<file path="src/rtl/bm_pkg.sv">
// Shared constants, FSM state encoding and small helpers for the branch metric controller.
package bm_pkg;

    localparam int MAX_STATE_NUM    = 256;
    localparam int RADIX            = 4;
    localparam int SLICED_INPUT_NUM = 6;
    localparam int FRAME_W          = 16;

    typedef enum logic [2:0] {
        ST_IDLE    = 3'd0,
        ST_PRECALC = 3'd1,
        ST_FLUSH   = 3'd2,
        ST_STREAM  = 3'd3,
        ST_DONE    = 3'd4
    } bm_state_e;

    // Any state other than IDLE keeps the metric unit enabled and the block busy.
    function automatic logic bm_is_active(input bm_state_e st);
        return (st != ST_IDLE);
    endfunction

endpackage

</file>
<file path="src/rtl/bm_sweep_cnt.sv">
// State/input sweep counter: walks state 0..last_state with the input index
// innermost (0..RADIX-1) and holds on the final pair so the state count
// can never wrap past its width.
module bm_sweep_cnt #(
    parameter int STATE_W = 8,
    parameter int RADIX   = 4
) (
    input  logic                       clk,
    input  logic                       rst,
    input  logic                       clear_i,
    input  logic                       enable_i,
    input  logic [STATE_W-1:0]         last_state_i,
    output logic [STATE_W-1:0]         state_o,
    output logic [$clog2(RADIX)-1:0]   input_o,
    output logic                       done_o
);

    localparam int IN_W = $clog2(RADIX);
    localparam logic [IN_W-1:0] IN_LAST = IN_W'(RADIX - 1);

    logic [STATE_W-1:0] state_q, state_d;
    logic [IN_W-1:0]    input_q, input_d;

    assign state_o = state_q;
    assign input_o = input_q;
    assign done_o  = (state_q == last_state_i) && (input_q == IN_LAST);

    // Next-count logic: clear wins, then advance unless already on the final pair.
    always_comb begin
        state_d = state_q;
        input_d = input_q;
        if (clear_i) begin
            state_d = {STATE_W{1'b0}};
            input_d = {IN_W{1'b0}};
        end else if (enable_i && !done_o) begin
            if (input_q == IN_LAST) begin
                input_d = {IN_W{1'b0}};
                state_d = state_q + STATE_W'(1'b1);
            end else begin
                input_d = input_q + IN_W'(1'b1);
            end
        end else begin
            state_d = state_q;
            input_d = input_q;
        end
    end

    // Counter registers with synchronous reset.
    always_ff @(posedge clk) begin
        if (rst) begin
            state_q <= {STATE_W{1'b0}};
            input_q <= {IN_W{1'b0}};
        end else begin
            state_q <= state_d;
            input_q <= input_d;
        end
    end

endmodule

</file>
<file path="src/rtl/branch_metric_ctrl.sv">
// Branch metric controller: precalculates the metric table by sweeping every
// (state, input) pair through the metric unit, then streams received symbols
// into the metric lookup until a frame of the latched length has been taken.
module branch_metric_ctrl #(
    parameter int MAX_STATE_NUM    = bm_pkg::MAX_STATE_NUM,
    parameter int RADIX            = bm_pkg::RADIX,
    parameter int SLICED_INPUT_NUM = bm_pkg::SLICED_INPUT_NUM
) (
    input  logic                                                         clk,
    input  logic                                                         rst,
    input  logic                                                         i_start,
    input  logic                                                         i_abort,
    input  logic [$clog2(MAX_STATE_NUM)-1:0]                             i_state_num_m1,
    input  logic [bm_pkg::FRAME_W-1:0]                                   i_frame_len,
    input  logic [SLICED_INPUT_NUM-1:0]                                  i_code,
    input  logic                                                         i_rx_valid,
    input  logic [SLICED_INPUT_NUM-1:0]                                  i_rx,
    output logic [$clog2(RADIX)+$clog2(MAX_STATE_NUM)+SLICED_INPUT_NUM-1:0] o_mux,
    output logic                                                         o_en_bm,
    output logic                                                         o_rx_ready,
    output logic [SLICED_INPUT_NUM-1:0]                                  o_rx,
    output logic                                                         o_rx_valid,
    output logic                                                         o_busy,
    output logic                                                         o_pre_done,
    output logic                                                         o_frame_done
);

    import bm_pkg::*;

    localparam int STATE_W = $clog2(MAX_STATE_NUM);
    localparam int IN_W    = $clog2(RADIX);
    localparam int MUX_W   = IN_W + STATE_W + SLICED_INPUT_NUM;

    bm_state_e                   state_q, state_d;
    logic [STATE_W-1:0]          s_num_q;
    logic [FRAME_W-1:0]          frame_len_q;
    logic [FRAME_W-1:0]          sym_cnt_q, sym_cnt_d;
    logic [MUX_W-1:0]            mux_hold_q;
    logic [SLICED_INPUT_NUM-1:0] rx_q;
    logic                        rx_valid_q;
    logic                        busy_q, en_bm_q, rx_ready_q, pre_done_q, frame_done_q;

    logic                        sw_clear_s, sw_en_s, sw_done_s;
    logic [STATE_W-1:0]          sw_state_s;
    logic [IN_W-1:0]             sw_input_s;
    logic [MUX_W-1:0]            mux_s;
    logic                        accept_s, last_sym_s, start_s;

    // Counter sits cleared in IDLE so a new frame (or one after an abort) starts at pair (0,0).
    assign sw_clear_s = (state_q == ST_IDLE);
    assign sw_en_s    = (state_q == ST_PRECALC);

    bm_sweep_cnt #(
        .STATE_W (STATE_W),
        .RADIX   (RADIX)
    ) u_sweep (
        .clk          (clk),
        .rst          (rst),
        .clear_i      (sw_clear_s),
        .enable_i     (sw_en_s),
        .last_state_i (s_num_q),
        .state_o      (sw_state_s),
        .input_o      (sw_input_s),
        .done_o       (sw_done_s)
    );

    assign mux_s      = {sw_input_s, sw_state_s, i_code};
    assign start_s    = (state_q == ST_IDLE) && i_start && !i_abort;
    assign accept_s   = i_rx_valid && rx_ready_q && !i_abort;
    assign last_sym_s = ((sym_cnt_q + FRAME_W'(1'b1)) == frame_len_q);

    // Metric unit address: live (and combinational in i_code) while sweeping,
    // otherwise the last swept pair so any further table writes are harmless.
    always_comb begin
        o_mux = mux_hold_q;
        if (state_q == ST_PRECALC) begin
            o_mux = mux_s;
        end else begin
            o_mux = mux_hold_q;
        end
    end

    // Next-state and symbol-count logic; abort overrides every transition.
    always_comb begin
        state_d   = state_q;
        sym_cnt_d = sym_cnt_q;
        if (state_q == ST_IDLE) begin
            sym_cnt_d = {FRAME_W{1'b0}};
        end else if (accept_s) begin
            sym_cnt_d = sym_cnt_q + FRAME_W'(1'b1);
        end else begin
            sym_cnt_d = sym_cnt_q;
        end

        if (i_abort) begin
            state_d = ST_IDLE;
        end else begin
            case (state_q)
                ST_IDLE: begin
                    if (i_start) begin
                        state_d = ST_PRECALC;
                    end else begin
                        state_d = ST_IDLE;
                    end
                end
                ST_PRECALC: begin
                    if (sw_done_s) begin
                        state_d = ST_FLUSH;
                    end else begin
                        state_d = ST_PRECALC;
                    end
                end
                ST_FLUSH: begin
                    if (frame_len_q == {FRAME_W{1'b0}}) begin
                        state_d = ST_DONE;
                    end else begin
                        state_d = ST_STREAM;
                    end
                end
                ST_STREAM: begin
                    if (accept_s && last_sym_s) begin
                        state_d = ST_DONE;
                    end else begin
                        state_d = ST_STREAM;
                    end
                end
                ST_DONE: begin
                    state_d = ST_IDLE;
                end
                default: begin
                    state_d = ST_IDLE;
                end
            endcase
        end
    end

    // State, latched frame parameters, symbol path and registered status flags.
    always_ff @(posedge clk) begin
        if (rst) begin
            state_q      <= ST_IDLE;
            s_num_q      <= {STATE_W{1'b0}};
            frame_len_q  <= {FRAME_W{1'b0}};
            sym_cnt_q    <= {FRAME_W{1'b0}};
            mux_hold_q   <= {MUX_W{1'b0}};
            rx_q         <= {SLICED_INPUT_NUM{1'b0}};
            rx_valid_q   <= 1'b0;
            busy_q       <= 1'b0;
            en_bm_q      <= 1'b0;
            rx_ready_q   <= 1'b0;
            pre_done_q   <= 1'b0;
            frame_done_q <= 1'b0;
        end else begin
            state_q   <= state_d;
            sym_cnt_q <= sym_cnt_d;
            if (start_s) begin
                s_num_q     <= i_state_num_m1;
                frame_len_q <= i_frame_len;
            end
            if (state_q == ST_PRECALC) begin
                mux_hold_q <= mux_s;
            end
            if (accept_s) begin
                rx_q <= i_rx;
            end
            rx_valid_q   <= accept_s;
            busy_q       <= bm_is_active(state_d);
            en_bm_q      <= bm_is_active(state_d);
            rx_ready_q   <= (state_d == ST_STREAM);
            pre_done_q   <= (state_d == ST_FLUSH);
            frame_done_q <= (state_d == ST_DONE);
        end
    end

    assign o_en_bm      = en_bm_q;
    assign o_rx_ready   = rx_ready_q;
    assign o_rx         = rx_q;
    assign o_rx_valid   = rx_valid_q;
    assign o_busy       = busy_q;
    assign o_pre_done   = pre_done_q;
    assign o_frame_done = frame_done_q;

endmodule

</file>
<file path="config.mk">
export PLATFORM = sky130hd
export DESIGN_NAME = branch_metric_ctrl
export DESIGN_NICKNAME = d
export VERILOG_FILES = /design/src/rtl/bm_pkg.sv /design/src/rtl/bm_sweep_cnt.sv /design/src/rtl/branch_metric_ctrl.sv
export SDC_FILE = /design/constraint.sdc
export NUM_CORES = 1
export LEC_CHECK = 0
export CORE_UTILIZATION = 45
export CTS_CLUSTER_SIZE = 16
export DETAILED_ROUTE_END_ITERATION = 8
export PLACE_DENSITY = 0.72
export SLEW_MARGIN = 20
export SYNTH_ARGS = -nofsm -noshare
export SYNTH_HDL_FRONTEND = slang
export SYNTH_HIERARCHICAL = 1
export SYNTH_SLANG_ARGS = --single-unit
</file>
<file path="constraint.sdc">
create_clock -name clk -period 2.2 [get_ports clk]
set_clock_uncertainty 0.2 [all_clocks]
set_input_delay 0.33 -clock clk [delete_from_list [all_inputs] [get_ports clk]]
set_output_delay 0.33 -clock clk [all_outputs]
set_load 0.01 [all_outputs]
</file>
After elaboration in Yosys (flattened, before gate mapping)
Cells that the tools add are included.
W data, S select, Z words.

operators by class
  equality and inequality tests = 9
  reductions and logical operators = 14
  mux-type cells = 8
  add/sub/neg operators = 3

operators with widths
  cell                     number
  $add A16 B1 Y16 const B  1
  $eq A16 B16 Y1           1
  $logic_not A16 Y1        1
  $mux W16                 1
  $eq A3 B2 Y1 const B     4
  $pmux W3 S4              1
  $mux W3                  3
  $add A8 B1 Y8 const B    1
  $eq A8 B8 Y1             1
  $logic_and A1 B1 Y1      7
  $mux W2                  2
  $eq A3 B1 Y1 const B     1
  $eq A3 B3 Y1 const B     1
  $logic_not A3 Y1         1
  $reduce_bool A3 Y1       1
  $add A2 B1 Y2 const B    1
  $eq A2 B2 Y1 const B     1
  $logic_not A1 Y1         2
  $reduce_and A2 Y1        1
  $reduce_or A2 Y1         1
  $mux W1                  1

storage, ports and cells
  output and inout port bits = 28
  register bits after elaboration = 80
  word-level logic and storage cells = 47
  input port bits = 41

Depth between registers and ports, before layout
  depth after elaboration = 7
  depth in mapped cells = 8
  mapped depth without buffers = 7

Modules after synthesis
The synthesis kept the hierarchy.

by module, submodules not included
  module              cells each  instances  area each (um^2)
  branch_metric_ctrl  388         1          3370.7
  bm_sweep_cnt        69          1          615.6

Worst setup path after synthesis
OpenSTA, ideal clock, no wires.

  kind = flip-flop to flip-flop
  start point = register sym_cnt_q[0]
  end point = register frame_done_q, in the netlist o_frame_done
  slack = -0.225 ns
  path buffers = 0
  setup time = 0.061 ns
  stages on the path, launching flop included = 8
  arrival = 2.164 ns
  required time = 1.939 ns
  cells stage by stage = dfxtp_1 ha_1 nand3_1 o21ai_0 nand3_1 or4_4 nor4_4 o2111a_1

between the ends
  word-level cells in the longest chain between the ends = 7

RTL lines
  what                      RTL line                   text
  start: declaration        branch_metric_ctrl.sv:37   logic [FRAME_W-1:0] sym_cnt_q, sym_cnt_d;
  start signal: assignment  branch_metric_ctrl.sv:143  sym_cnt_q <= {FRAME_W{1'b0}};
  start signal: assignment  branch_metric_ctrl.sv:154  sym_cnt_q <= sym_cnt_d;
  $add A16 B1 Y16           branch_metric_ctrl.sv:70   assign last_sym_s = ((sym_cnt_q + FRAME_W'(1'b1)) == frame_len_q);
  $eq A16 B16 Y1            branch_metric_ctrl.sv:70
  $logic_and A1 B1 Y1       branch_metric_ctrl.sv:121  if (accept_s && last_sym_s) begin
  $mux W3                   branch_metric_ctrl.sv:121
  $pmux W3 S4               branch_metric_ctrl.sv:98   case (state_q)
  $mux W3                   branch_metric_ctrl.sv:95   if (i_abort) begin
  $eq A3 B3 Y1              branch_metric_ctrl.sv:170  frame_done_q <= (state_d == ST_DONE);
  end signal: assignment    branch_metric_ctrl.sv:170
  end: declaration          branch_metric_ctrl.sv:41   logic busy_q, en_bm_q, rx_ready_q, pre_done_q, frame_done_q;

Every way passes these cells.
A chain may end at the register's enable or synchronous reset.

Final worst setup path
Ends and elaborated chain as after synthesis.

==> run_results.csv <==
group,metric,value,unit
run_status,outcome,"finished, violations left",
run_status,violations,"setup timing",
worst_setup_path,crit_type,"reg2reg",
timing,setup_viol_count_final,2,
route,drcViolationCount,0,
worst_setup_path,crit_path_start_kind,"flip-flop",
route,vias,3615,
yosys,synth_ff_type,"dfxtp_1",
floorplan,die_w,96.1,um
floorplan,io_pins,69,
yosys,synth_area_per_cell,8.72,um2
yosys,ys_seq_area_share,40.2,%
pwr,p_int,2.28,mW
pwr,sw_frac_of_total,24.3,%
yosys,synth-edff-count,0,
yosys,synthTopCellsByArea,"dfxtp_1, nand2_1, a21oi_1",
cells_and_area,layout.cells.most_common_list,"nand2_1, dfxtp_1, clkdlybuf4s50_1",
hold_path,hold_path.class,"in2reg",
timing,whs,116,ps
worst_setup_path,rr_worst_depth,7,
route,top_layer_used,"met4",
pwr,clkPwrFrac,40.2,%
timing,fin_ws,-39.2,ps
timing,max_freq,0.447,GHz
global_routing,grt_pass1_wl,16000,um
timing,relSlewSlack,68.1,%
worst_setup_path,slowest_stage,"or4_4",
worst_setup_path,crit_required,2300,ps
yosys,synth-warning-count,6,
worst_setup_path,path_max_fanout,4,
worst_setup_path,cp.arrival,2340,ps
floorplan,dieArea,9240,um2
floorplan,core-area,8380,um2
timing,final.min_clock_period,2240,ps
yosys,syn_nets,501,
yosys,synth_cell_type_count,62,
floorplan,die_height,96.1,um
route,viasPerCell,5.44,
cells_and_area,drive_gt1_share,25.2,%
pwr,peakVddDrop,443,uV
worst_setup_path,reg2reg_to,"o_frame_done",
worst_setup_path,r2r-start,"sym_cnt_q[0]",
route,wl_met2,5120,um
cells_and_area,fin_nets,600,
worst_setup_path,crit_chain,"ha_4, xor2_2, nor3_1, nand3_1, or4_4, nor4_4, o2111a_1",
global_routing,grt_pass1_vias,3452,
placed_design,placed_area,4990,um2
cts,cts_tree,"done",
cts,clkSinkCount,80,
timing,worstMarginPinSlew,478,ps
placed_design,dp_hpwl,7370,um
route,ant_nets,0,
cells_and_area,final_common_cell,"nand2_1",
cells_and_area,diodes,0,
route,wl,10400,um
timing,rsz0062_at_grt,"true",
cells_and_area,final_area,5400,um2
route,met1Wirelength,4440,um
timing,hold_violations,0,
timing,final_max_slew_viol_count,0,
floorplan,fp-row-count,33,
cts,htreeDepth,3,
cts,max-clock-path-buffers,2,
job,maxCapViolCount,0,
global_routing,antenna_found_initial,0,
cells_and_area,layout.cells.non_filler,665,
cts,tritoncts.num_buffers,9,
worst_setup_path,reg2reg_slack,-40,ps
cts,clock_latency,360,ps
route,wl_per_cell,15.6,um
pwr,combPwrFrac,10.3,%
route,drtPass1Iterations,4,
yosys,synth_async_sr_flop_share,0,%
cells_and_area,nFillCells,684,
timing,post-route-period-util,102,%
global_routing,track_usage,22.9,%
pwr,p_per_area,559,nW/um2
worst_setup_path,crit_path_max_incr_delay,540,ps
route,drt_iter0_markers,133,
cells_and_area,synthToLayoutAreaGrowth,35.4,%
cts,clk_pin_slew,90,ps
pwr,p_sw,735,uW
cts,cts_root_buf,"clkbuf_8",
yosys,netlist_area,3990,um2
yosys,syn_inst,457,
placed_design,dp_cells,646,
yosys,synth_seq_cells,80,
global_routing,overflow,0,
worst_setup_path,endpoint,"o_frame_done",
yosys,synth_largest_area_cell,"dfxtp_1",
floorplan,initial_utilization,47.6,%
worst_setup_path,crit_start,"sym_cnt_q[0]",
pwr,p_seq_share,49.6,%
placed_design,routabilityCongestion,0.914,
worst_setup_path,end_kind,"flip-flop",
pwr,p_leak,1.96,nW
placed_design,io_buffers,68,
yosys,synth_top_cell_area_share,40.2,%
global_routing,grt_max_degree,29,
route,wl_met3,590,um
-- cells in the mapped netlist, types with 2 or more instances --
cell / instances
o21ai_0: 17
nand2_1: 80
o2111a_1: 2
o41ai_1: 2
nand3_2: 2
buf_2: 3
inv_1: 5
nand4_1: 8
o311ai_2: 2
nand3_1: 15
nor2_1: 19
and3_1: 2
and4_1: 3
o22ai_1: 2
ha_1: 3
nor4_1: 7
mux2i_1: 3
xnor2_1: 25
nand3b_1: 4
xor2_1: 13
nor3_1: 6
or3_1: 14
mux2_2: 16
nand4b_1: 2
or2_2: 4
buf_4: 5
nor2b_1: 16
clkbuf_1: 14
buf_6: 5
nand4_4: 2
dfxtp_1: 80
o21ai_1: 2
buf_1: 2
a21oi_1: 44
-- metal layers --
layer  global-route usage, %  up-vias
met1                    26.5     1695
met5                       0        -
met3                    6.64       18
li1                        -     1785
met4                    9.45        0
met2                    39.2      117
-- sequential cells by signal, indices dropped and copies added, names as in the netlist --
name,count
o_rx_ready,1
sym_cnt_q,16
s_num_q,8
frame_len_q,16
state_q,3
u_sweep/state_o,8
o_rx_valid,1
o_pre_done,1
u_sweep/input_o,2
mux_hold_q,16
o_en_bm,1
o_frame_done,1
o_rx,6
-- cell type report --
class | count | area, um2 | share of cell area [%]
Inverter | 5 | 18.8 | 0.348
Timing Repair Buffer | 118 | 1110 | 20.6
Clock inverter | 6 | 93.8 | 1.74
Sequential cell | 80 | 1610 | 29.9
Clock buffer | 9 | 124 | 2.29
Tap cell | 105 | 131 | 2.43
Multi-Input combinational cell | 342 | 2300 | 42.7
-- worst max-delay path, delay by kind of cell (launching register included) --
family	cells	cell delay, ps
simple gates	4	1040
xor+xnor	1	140
compound gates	1	210
flops	1	340
fa+ha+maj	1	250
-- logic make-up (layout without fill, tap and decap cells) --
kind of cell | Yosys count | in the layout | synth area share [%]
multiplexers | 19 | 19 | 5.27
adder cells (fa/ha/maj) | 3 | 3 | 0.942
XOR/XNOR | 39 | 39 | 8.76
buffers and inverters | 35 | 138 | 5.08
AND/OR/NAND/NOR | 198 | 198 | 26.8
AO/OA/AOI/OAI | 83 | 83 | 12.9
flip-flops | 80 | 80 | 40.2
-- power by group through the flow --
stage | sequential (mW) | combinational [mW] | clock, mW
detailed placement | 1.53 | 0.282 | 0
floorplan | 1.52 | 0.150 | 0
global route | 1.50 | 0.335 | 1.28
finish | 1.50 | 0.310 | 1.21
global placement | 1.53 | 0.279 | 0
CTS | 1.50 | 0.287 | 1.24
-- stage by stage --
stage / utilization (%) / setup WS [ps] / total power, mW / TNS (ps)
after floorplan: - / 3.42 / 1.67 / 0
after global placement: 59.5 / -281 / 1.81 / -1240
after detailed placement: 59.5 / -294 / 1.81 / -1350
after CTS: 61.8 / -45.5 / 3.02 / -82.8
after global routing: 64.4 / -115 / 3.12 / -854
final: 64.4 / -39.2 / 3.02 / -74.1
-- worst min path at each step --
stage,startpoint,end,slack [ps],depth (start not counted)
after floorplan,i_start,o_en_bm,250,1
after global placement,o_rx[3],o_rx[3],240,2
after detailed placement,o_rx[2],o_rx[2],250,2
after CTS,rst,mux_hold_q[10],90,2
after global routing,rst,mux_hold_q[11],130,2
final,rst,mux_hold_q[10],120,2
-- repair_timing --
action                     in CTS  in global routing
gates cloned                    2                  0
hold buffers                    0                  0
setup endpoints to repair      20                 22
pin swaps                       1                  3
buffers inserted                1                  1
resized for setup              77                 45
hold endpoints to repair        0                  0
No activity file was read; power rests on OpenSTA's default activity.
